### src/rtl/fifo_wr_arbiter.sv
// Multi-requester write arbiter and occupancy tracker for an attached FIFO.
// Define ARB_FIXED_PRIORITY_EN for fixed priority instead of round-robin.
module fifo_wr_arbiter #(
  parameter int WIDTH = 8,
  parameter int DEPTH = 16,
  parameter int NREQ  = 4
) (
  input  logic                    clk,
  input  logic                    reset,
  input  logic [NREQ-1:0]         req,
  input  logic [NREQ*WIDTH-1:0]   req_data,
  output logic [NREQ-1:0]         gnt,
  input  logic                    rd_req,
  output logic                    rd_valid,
  output logic [WIDTH-1:0]        rd_data,
  output logic                    fifo_write,
  output logic                    fifo_read,
  output logic [WIDTH-1:0]        fifo_write_data,
  input  logic [WIDTH-1:0]        fifo_read_data,
  output logic [$clog2(DEPTH):0]  count,
  output logic                    full,
  output logic                    empty,
  output logic                    ovf_err
);

  localparam int CW = $clog2(DEPTH) + 1;
  localparam int PW = (NREQ > 1) ? $clog2(NREQ) : 1;
  localparam int SW = PW + 1;

  logic [PW-1:0] gnt_idx;
  logic          any_req;

  assign full  = (count == CW'(DEPTH));
  assign empty = (count == '0);

`ifdef ARB_FIXED_PRIORITY_EN
  always_comb begin
    gnt_idx = '0;
    any_req = 1'b0;
    for (int i = NREQ - 1; i >= 0; i--) begin
      if (req[i]) begin
        gnt_idx = PW'(i);
        any_req = 1'b1;
      end
    end
  end
`else
  logic [PW-1:0] rr_ptr;

  // Walk offsets from high to low so the smallest offset from rr_ptr wins.
  always_comb begin
    logic [SW-1:0] sum;
    logic [PW-1:0] idx;
    gnt_idx = '0;
    any_req = 1'b0;
    sum     = '0;
    idx     = '0;
    for (int i = NREQ - 1; i >= 0; i--) begin
      sum = {1'b0, rr_ptr} + SW'(i);
      if (sum >= SW'(NREQ))
        sum = sum - SW'(NREQ);
      idx = sum[PW-1:0];
      if (req[idx]) begin
        gnt_idx = idx;
        any_req = 1'b1;
      end
    end
  end

  always_ff @(posedge clk) begin
    if (reset)
      rr_ptr <= '0;
    else if (fifo_write)
      rr_ptr <= (gnt_idx == PW'(NREQ - 1)) ? '0 : gnt_idx + PW'(1);
  end
`endif

  assign fifo_write = any_req & ~full & ~reset;
  assign fifo_read  = rd_req & ~empty & ~reset;
  assign rd_data    = fifo_read_data;

  always_comb begin
    gnt = '0;
    if (fifo_write)
      gnt[gnt_idx] = 1'b1;
  end

  always_comb begin
    fifo_write_data = '0;
    for (int i = 0; i < NREQ; i++) begin
      if (gnt[i])
        fifo_write_data = req_data[i*WIDTH +: WIDTH];
    end
  end

  always_ff @(posedge clk) begin
    if (reset) begin
      count    <= '0;
      rd_valid <= 1'b0;
      ovf_err  <= 1'b0;
    end else begin
      rd_valid <= fifo_read;
      if (full && (req != '0))
        ovf_err <= 1'b1;
      case ({fifo_write, fifo_read})
        2'b10:   count <= count + CW'(1);
        2'b01:   count <= count - CW'(1);
        default: count <= count;
      endcase
    end
  end

endmodule

### config.mk
export PLATFORM = sky130hd
export DESIGN_NAME = fifo_wr_arbiter
export DESIGN_NICKNAME = d
export VERILOG_FILES = /design/src/rtl/fifo_wr_arbiter.sv
export SDC_FILE = /design/constraint.sdc
export NUM_CORES = 1
export LEC_CHECK = 0
export CELL_PAD_IN_SITES_DETAIL_PLACEMENT = 1
export CELL_PAD_IN_SITES_GLOBAL_PLACEMENT = 2
export CORE_MARGIN = 2
export CORE_UTILIZATION = 16
export DETAILED_ROUTE_END_ITERATION = 12
export PLACE_DENSITY_LB_ADDON = 0.3
export SLEW_MARGIN = 25
export SYNTH_ARGS = -nofsm -noshare
export SYNTH_HDL_FRONTEND = slang
export SYNTH_SLANG_ARGS = --single-unit
### constraint.sdc
create_clock -name clk -period 3.96 [get_ports clk]
set_input_delay 0.792 -clock clk [delete_from_list [all_inputs] [get_ports clk]]
set_output_delay 0.792 -clock clk [all_outputs]
set_load 0.005 [all_outputs]
==> impl_metrics.yaml, run 1 <==
run_status:
  status: "finished clean"
synthesis:
  ys_ff_latch: 9
  yosysSeqAreaShare: 0.189
  synth_top_family_by_area: "compound AO/OA/AOI/OAI gates"
  yosysUniqueCellTypes: 32
  synth_top_area_share: 0.189
  synth_edf_count: 0
  synth_mux_area_frac: 0.0210
  ys_async_sr_fraction: 0
  syn_nets: 190
  synth-simple-area-share: 0.247
  yosysMostFrequentCell: "nor2_1"
  synthTopCellsByCount: "nor2_1 (19), a21oi_1 (17), nand2_1 (10)"
  synthXorXnorAreaFrac: 0.0184
  synth_fa_ha_area_frac: 0.126
  synthTopCellsByArea: "dfxtp_1 (19%), ha_1 (10%), a21oi_1 (8.9%), nor2_1 (7.5%), a211oi_1 (7.1%)"
  synth_compound_area_frac: 0.276
  syn-cell-area_um2: 953
  yosysTopAreaCell: "dfxtp_1"
  avgSynthCellArea_um2: 7.12
  ys_warn_count: 0
  synthFlopType: "dfxtp_1"
  netlist_instances: 134
finish:
  syn2layout_area_growth_pct: 84.3
  nets: 255
  multi_input_area_um2: 688
  regArea_um2: 180
  fin_cells: 273
  layout-drive-gt1-share: 0.131
  num-fill-cells: 706
  insertedDiodeCount: 0
grt:
  grt_pass1_vias: 1254
  grt_usage: 0.111
  grt_remaining_overflow: 0
  grt_pass1_wl_um: 5870
  antenna_found_initial: 0
  grt_start_max_net_pins: 18
clocking:
  clock-sinks: 9
  cts_buffers: 3
  clk_root_buffer_cell: "clkbuf_8"
  cts_max_level: 1
  insertion_delay_ns: 0.23
  clockBufferDepth: 2
  cts_tree: "done"
  hold_buffers: 0
  clkSlewWorstSetupHoldPaths_ns: 0.05
timing:
  fin_ws_ns: 0.240
  rsz0062_at_grt: "no"
  tightest_slew_ns: 0.415
  tns_ns: 0
  setup_violations: 0
  slew_violations: 0
  slew_headroom: 0.721
  skew_ns: 0.00254
  period_share: 0.939
  hold_violations: 0
  finalCriticalPeriod_ns: 3.72
  fmax_mhz: 269
worst_setup_path:
  crit_arrival_ns: 2.93
  cp_slowest_cell: "clkdlybuf4s50_1"
  crit_buf_inv: 4
  path_cells: "dlygate4sd2_1 > a21o_1 > a21oi_1 > o22a_1 > inv_2 > ha_1 > buf_12 > nor2_1 > a21oi_1 > a211oi_1 > clkdlybuf4s50_1"
  crit_path_max_incr_delay_ns: 0.53
  critical_path_class: "input port to output port"
  crit_family: "buffers and inverters"
  worstPathRequired_ns: 3.17
  cpMostUsedCell: "a21oi_1"
  reg2reg_slack_ns: 1.14
  crit_path_end_kind: "output port"
  crit_path_max_fanout: 17
  crit_path_start_kind: "input port"
routing:
  route.met3.wl_um: 308
  post_drt_wl_per_cell_um: 13.5
  top_layer: "met4"
  drtIter0Drc: 18
  drt-met1-wl_um: 1640
  dr_wl_met2_um: 1730
  routed_wl_um: 3690
  drcViolationCount: 0
  vias: 1177
  dr.pass1.iters: 2
  drtAntennaViolNets: 0
  vias_per_cell: 4.31
power_and_ir_drop:
  p_seq_frac: 0.202
  internal_power_w: 0.000413
  p_sw_w: 0.000252
  p_clk_frac: 0.166
  combPwrFrac: 0.632
  powerDensity_nw_per_um2: 379
  p_sw_frac: 0.379
  peakVddDrop_v: 0.000202
  p_leak_nw: 0.747
job:
  maxCapViolations: 0
placement:
  place_hpwl_um: 3000
  place.gp.congestion: 0.737
  place_ws_ns: -0.156
  dp_cells: 266
  port_buffers: 61
floorplan:
  start_util: 0.163
  die_w_um: 81.2
  die_area_um2: 6590
  die_h_um: 81.2
  ios: 78
  core.rowCount: 28
  core_area_um2: 5850
hold_path:
  worstHoldPathType: "flop to flop"
worst min-delay path, cell delays in order, from the launching register on:
cell and delay (ns):
dfxtp_1 0.32, a21oi_1 0.04, nor2_1 0.08
power groups by stage:
stage	logic [W]	registers (W)	clock network, W
2_1_floorplan	0.000202	0.000132	0
3_3_place_gp	0.000401	0.000134	0
3_5_place_dp	0.000407	0.000136	0
4_1_cts	0.000418	0.000134	0.000114
5_1_grt	0.000470	0.000139	0.000120
6_report	0.000421	0.000134	0.000110
repair_timing:
action / in CTS / in global routing
resized for setup: 12 / 6
endpoints found under the setup margin: 8 / 5
pin swaps: 1 / 1
buffers inserted: 2 / 1
placed cells by master, fill, tap and decap left out, types with 3 or more instances in the layout:
cell              n
clkdlybuf4s50_1  51
nor2_1           18
a21oi_1          17
buf_4            12
nand2_1           9
dfxtp_1           9
o22ai_1           8
a211oi_1          7
ha_1              7
dlygate4sd2_1     7
inv_1             5
and2_1            4
nand2b_1          3
inv_2             3
nand3_1           3
clkbuf_8          3
dlymetal6s2s_1    3
sequential cells by signal, summed over array words and instances (netlist names):
register  count
count         5
rr_ptr        2
ovf_err       1
rd_valid      1
kinds of logic after synthesis:
kind of cell	after synthesis
fa+ha+maj	9
xor+xnor	2
compound gates	42
mux	2
flops	9
simple gates	48
buf+inv	22
final timing paths:
path	start	to	cells after the start
setup / recovery	req[1]	fifo_write_data[1]	11
hold reg to reg	ovf_err$_SDFFE_PP0P_	ovf_err$_SDFFE_PP0P_	2
setup reg to reg	count[0]$_SDFFE_PP0P_	count[4]$_SDFFE_PP0P_	9
hold / removal	ovf_err$_SDFFE_PP0P_	ovf_err$_SDFFE_PP0P_	2
routing by layer:
metal  vias to the layer above  track usage
met1                       524        0.127
met3                         4       0.0278
li1                        597            -
met5                         -            0
met2                        52        0.207
met4                         0       0.0237
through the flow:
step	total power (W)	area [µm²]	hold WS (ns)	utilization
after global placement	0.000535	1660	0.461	0.283
after floorplan	0.000334	953	0.460	-
after global routing	0.000730	1760	0.555	0.300
final	0.000665	1760	0.486	0.300
after CTS	0.000666	1730	0.495	0.295
after detailed placement	0.000543	1660	0.488	0.283
area by class of cell:
type,count,share of cell area
flip-flops and latches,9,0.103
multi-input cells,103,0.392
inverters,8,0.0171
repair buffers,74,0.410
clock buffers,4,0.0256
well taps,75,0.0534
Power figures use the tool's default switching activity.
==> run 2, diff against run 1 <==
--- a/config.mk
+++ b/config.mk
@@ -5,12 +5,14 @@
 export SDC_FILE = /design/constraint.sdc
 export NUM_CORES = 1
 export LEC_CHECK = 0
+export ABC_AREA = 0
 export CELL_PAD_IN_SITES_DETAIL_PLACEMENT = 1
 export CELL_PAD_IN_SITES_GLOBAL_PLACEMENT = 2
 export CORE_MARGIN = 2
 export CORE_UTILIZATION = 16
 export DETAILED_ROUTE_END_ITERATION = 12
 export PLACE_DENSITY_LB_ADDON = 0.3
+export REMOVE_ABC_BUFFERS = 1
 export SLEW_MARGIN = 25
 export SYNTH_ARGS = -nofsm -noshare
 export SYNTH_HDL_FRONTEND = slang
==> run 2 against run 1 <==
Effect of this change: die area unchanged; sequential cell count unchanged; clock-buffer cell count did not move; via count rose by 3.8%; worst setup slack worse by 0.067 ns; final cell count increased by 1.1%; core utilization unchanged; clock power about the same; sequential share of layout area unchanged; highest routed layer unchanged; global-route usage increased by 0.059 points.
==> impl_metrics.yaml, run 2 (synthesis results as in run 1) <==
grt:
  grt_remaining_overflow: 0
  grt_start_max_net_pins: 18
  grt_pass1_vias: 1287
  antenna_found_initial: 0
  grt_usage: 0.112
  grt_pass1_wl_um: 5740
finish:
  num-fill-cells: 711
  final_core_util: 0.300
  insertedDiodeCount: 0
  fin_cells: 276
  nets: 258
  largest_register_ffs: 5
  layout-drive-gt1-share: 0.144
  final_common_cell: "clkdlybuf4s50_1"
  regMostFlops: "count"
  mostFrequentLayoutCells: "clkdlybuf4s50_1 (52), nor2_1 (18), a21oi_1 (16)"
  top_regs: "count: 5 flops, rr_ptr: 2 flops"
  syn2layout_area_growth_pct: 84.3
floorplan:
  ios: 78
  die_w_um: 81.2
  die_area_um2: 6590
  core_area_um2: 5850
  start_util: 0.163
  core.rowCount: 28
  die_h_um: 81.2
clocking:
  clkSlewWorstSetupHoldPaths_ns: 0.05
  clock-sinks: 9
  hold_buffers: 0
  clockBufferDepth: 2
  cts_tree: "done"
  cts_max_level: 1
  clk_root_buffer_cell: "clkbuf_8"
  insertion_delay_ns: 0.24
  cts_buffers: 3
run_status:
  status: "finished clean"
timing:
  fin_ws_ns: 0.173
  period_share: 0.956
  hold_ws_ns: 0.475
  slew_headroom: 0.700
  hold_violations: 0
  slew_violations: 0
  tightest_slew_ns: 0.446
  setup_violations: 0
  finalCriticalPeriod_ns: 3.79
  fmax_mhz: 264
  skew_ns: 0.00335
  rsz0062_at_grt: "no"
placement:
  dp_cells: 271
  place_ws_ns: -0.200
  place_hpwl_um: 3120
  place.gp.congestion: 0.792
  port_buffers: 61
power_and_ir_drop:
  power.total_w: 0.000650
  p_leak_nw: 0.746
  peakVddDrop_v: 0.000138
  powerDensity_nw_per_um2: 370
routing:
  drtAntennaViolNets: 0
  routed_wl_um: 3730
  drcViolationCount: 0
  vias: 1222
  vias_per_cell: 4.43
  dr.pass1.iters: 4
  drtIter0Drc: 8
  post_drt_wl_per_cell_um: 13.5
worst_setup_path:
  cp_slowest_cell: "clkdlybuf4s50_1"
  crit_path_end_kind: "output port"
  worstPathRequired_ns: 3.17
  startpoint: "req[1]"
  r2r-start: "count[0]$_SDFFE_PP0P_"
  crit_path_start_kind: "input port"
  crit_path_max_incr_delay_ns: 0.47
  path_cells: "clkdlybuf4s50_1 > buf_4 > a21o_1 > a21oi_2 > o22a_1 > buf_4 > ha_1 > buf_4 > nor2_2 > a211oi_1 > dlygate4sd2_1"
  regToRegEndpoint: "count[4]$_SDFFE_PP0P_"
  crit_path_max_fanout: 7
  r2r_cells: 10
  reg2reg_slack_ns: 1.09
  crit_arrival_ns: 2.99
  cpMostUsedCell: "buf_4"
  crit_path_end: "fifo_write_data[4]"
  critical_path_class: "input port to output port"
job:
  maxCapViolations: 0
hold_path:
  worstHoldPathType: "flop to flop"
run 2: cell count changes in the layout (fill, tap and decap cells not counted), sizes merged:
cell,previous run,this run
buf,13,16
clkdlybuf4s50,51,52
dlygate4sd2,7,8
dlymetal6s2s,3,1
run 2: worst min-delay path by stage:
| stage | to | slack, ns | from | cells past startpoint |
|---|---|---|---|---|
| 2_1_floorplan | ovf_err$_SDFFE_PP0P_ | 0.46 | ovf_err$_SDFFE_PP0P_ | 2 |
| 3_3_place_gp | ovf_err$_SDFFE_PP0P_ | 0.45 | ovf_err$_SDFFE_PP0P_ | 2 |
| 3_5_place_dp | ovf_err$_SDFFE_PP0P_ | 0.47 | ovf_err$_SDFFE_PP0P_ | 2 |
| 4_1_cts | ovf_err$_SDFFE_PP0P_ | 0.48 | ovf_err$_SDFFE_PP0P_ | 2 |
| 5_1_grt | ovf_err$_SDFFE_PP0P_ | 0.51 | ovf_err$_SDFFE_PP0P_ | 2 |
| 6_report | ovf_err$_SDFFE_PP0P_ | 0.47 | ovf_err$_SDFFE_PP0P_ | 2 |
run 2: worst max-delay path, delay by kind of cell:
kind / cells / cell delay (ns)
simple gates: 1 / 0.29
fa+ha+maj: 1 / 0.19
buf+inv: 5 / 1.19
compound gates: 4 / 0.54
run 2: what timing repair did:
action / in CTS / in global routing
gates resized for setup: 12 / 4
endpoints found under the setup margin: 8 / 2
pin swaps: 1 / 2
gates cloned: 0 / 0
setup buffers: 1 / 0
run 2: power by group:
group,internal [W],switching [W]
Clock,0.0000705,0.0000399
Sequential,0.000109,0.0000254
Combinational,0.000225,0.000181
Total,0.000404,0.000246
run 2: per-stage QoR:
step	setup TNS [ns]	cell area [µm²]
after global placement	-0.475	1700
final	0	1760
after CTS	0	1750
after floorplan	0	866
after global routing	0	1760
after detailed placement	-1.25	1700
run 2: cell type report:
cell class,instances,area [µm²],share of cell area
Timing Repair Buffer,77,736,0.419
Multi-Input combinational cell,103,672,0.382
Sequential cell,9,180,0.103
Tap cell,75,93.8,0.0534
Clock buffer,4,45.0,0.0256
Inverter,8,30.0,0.0171
run 2: layer usage:
layer / global-route usage / vias to the layer above / share of wire
met1: 0.132 / 543 / 0.45
met3: 0.0356 / 7 / 0.10
met5: 0 / - / 0
met2: 0.190 / 71 / 0.43
li1: - / 601 / -
met4: 0.0373 / 0 / 0.015
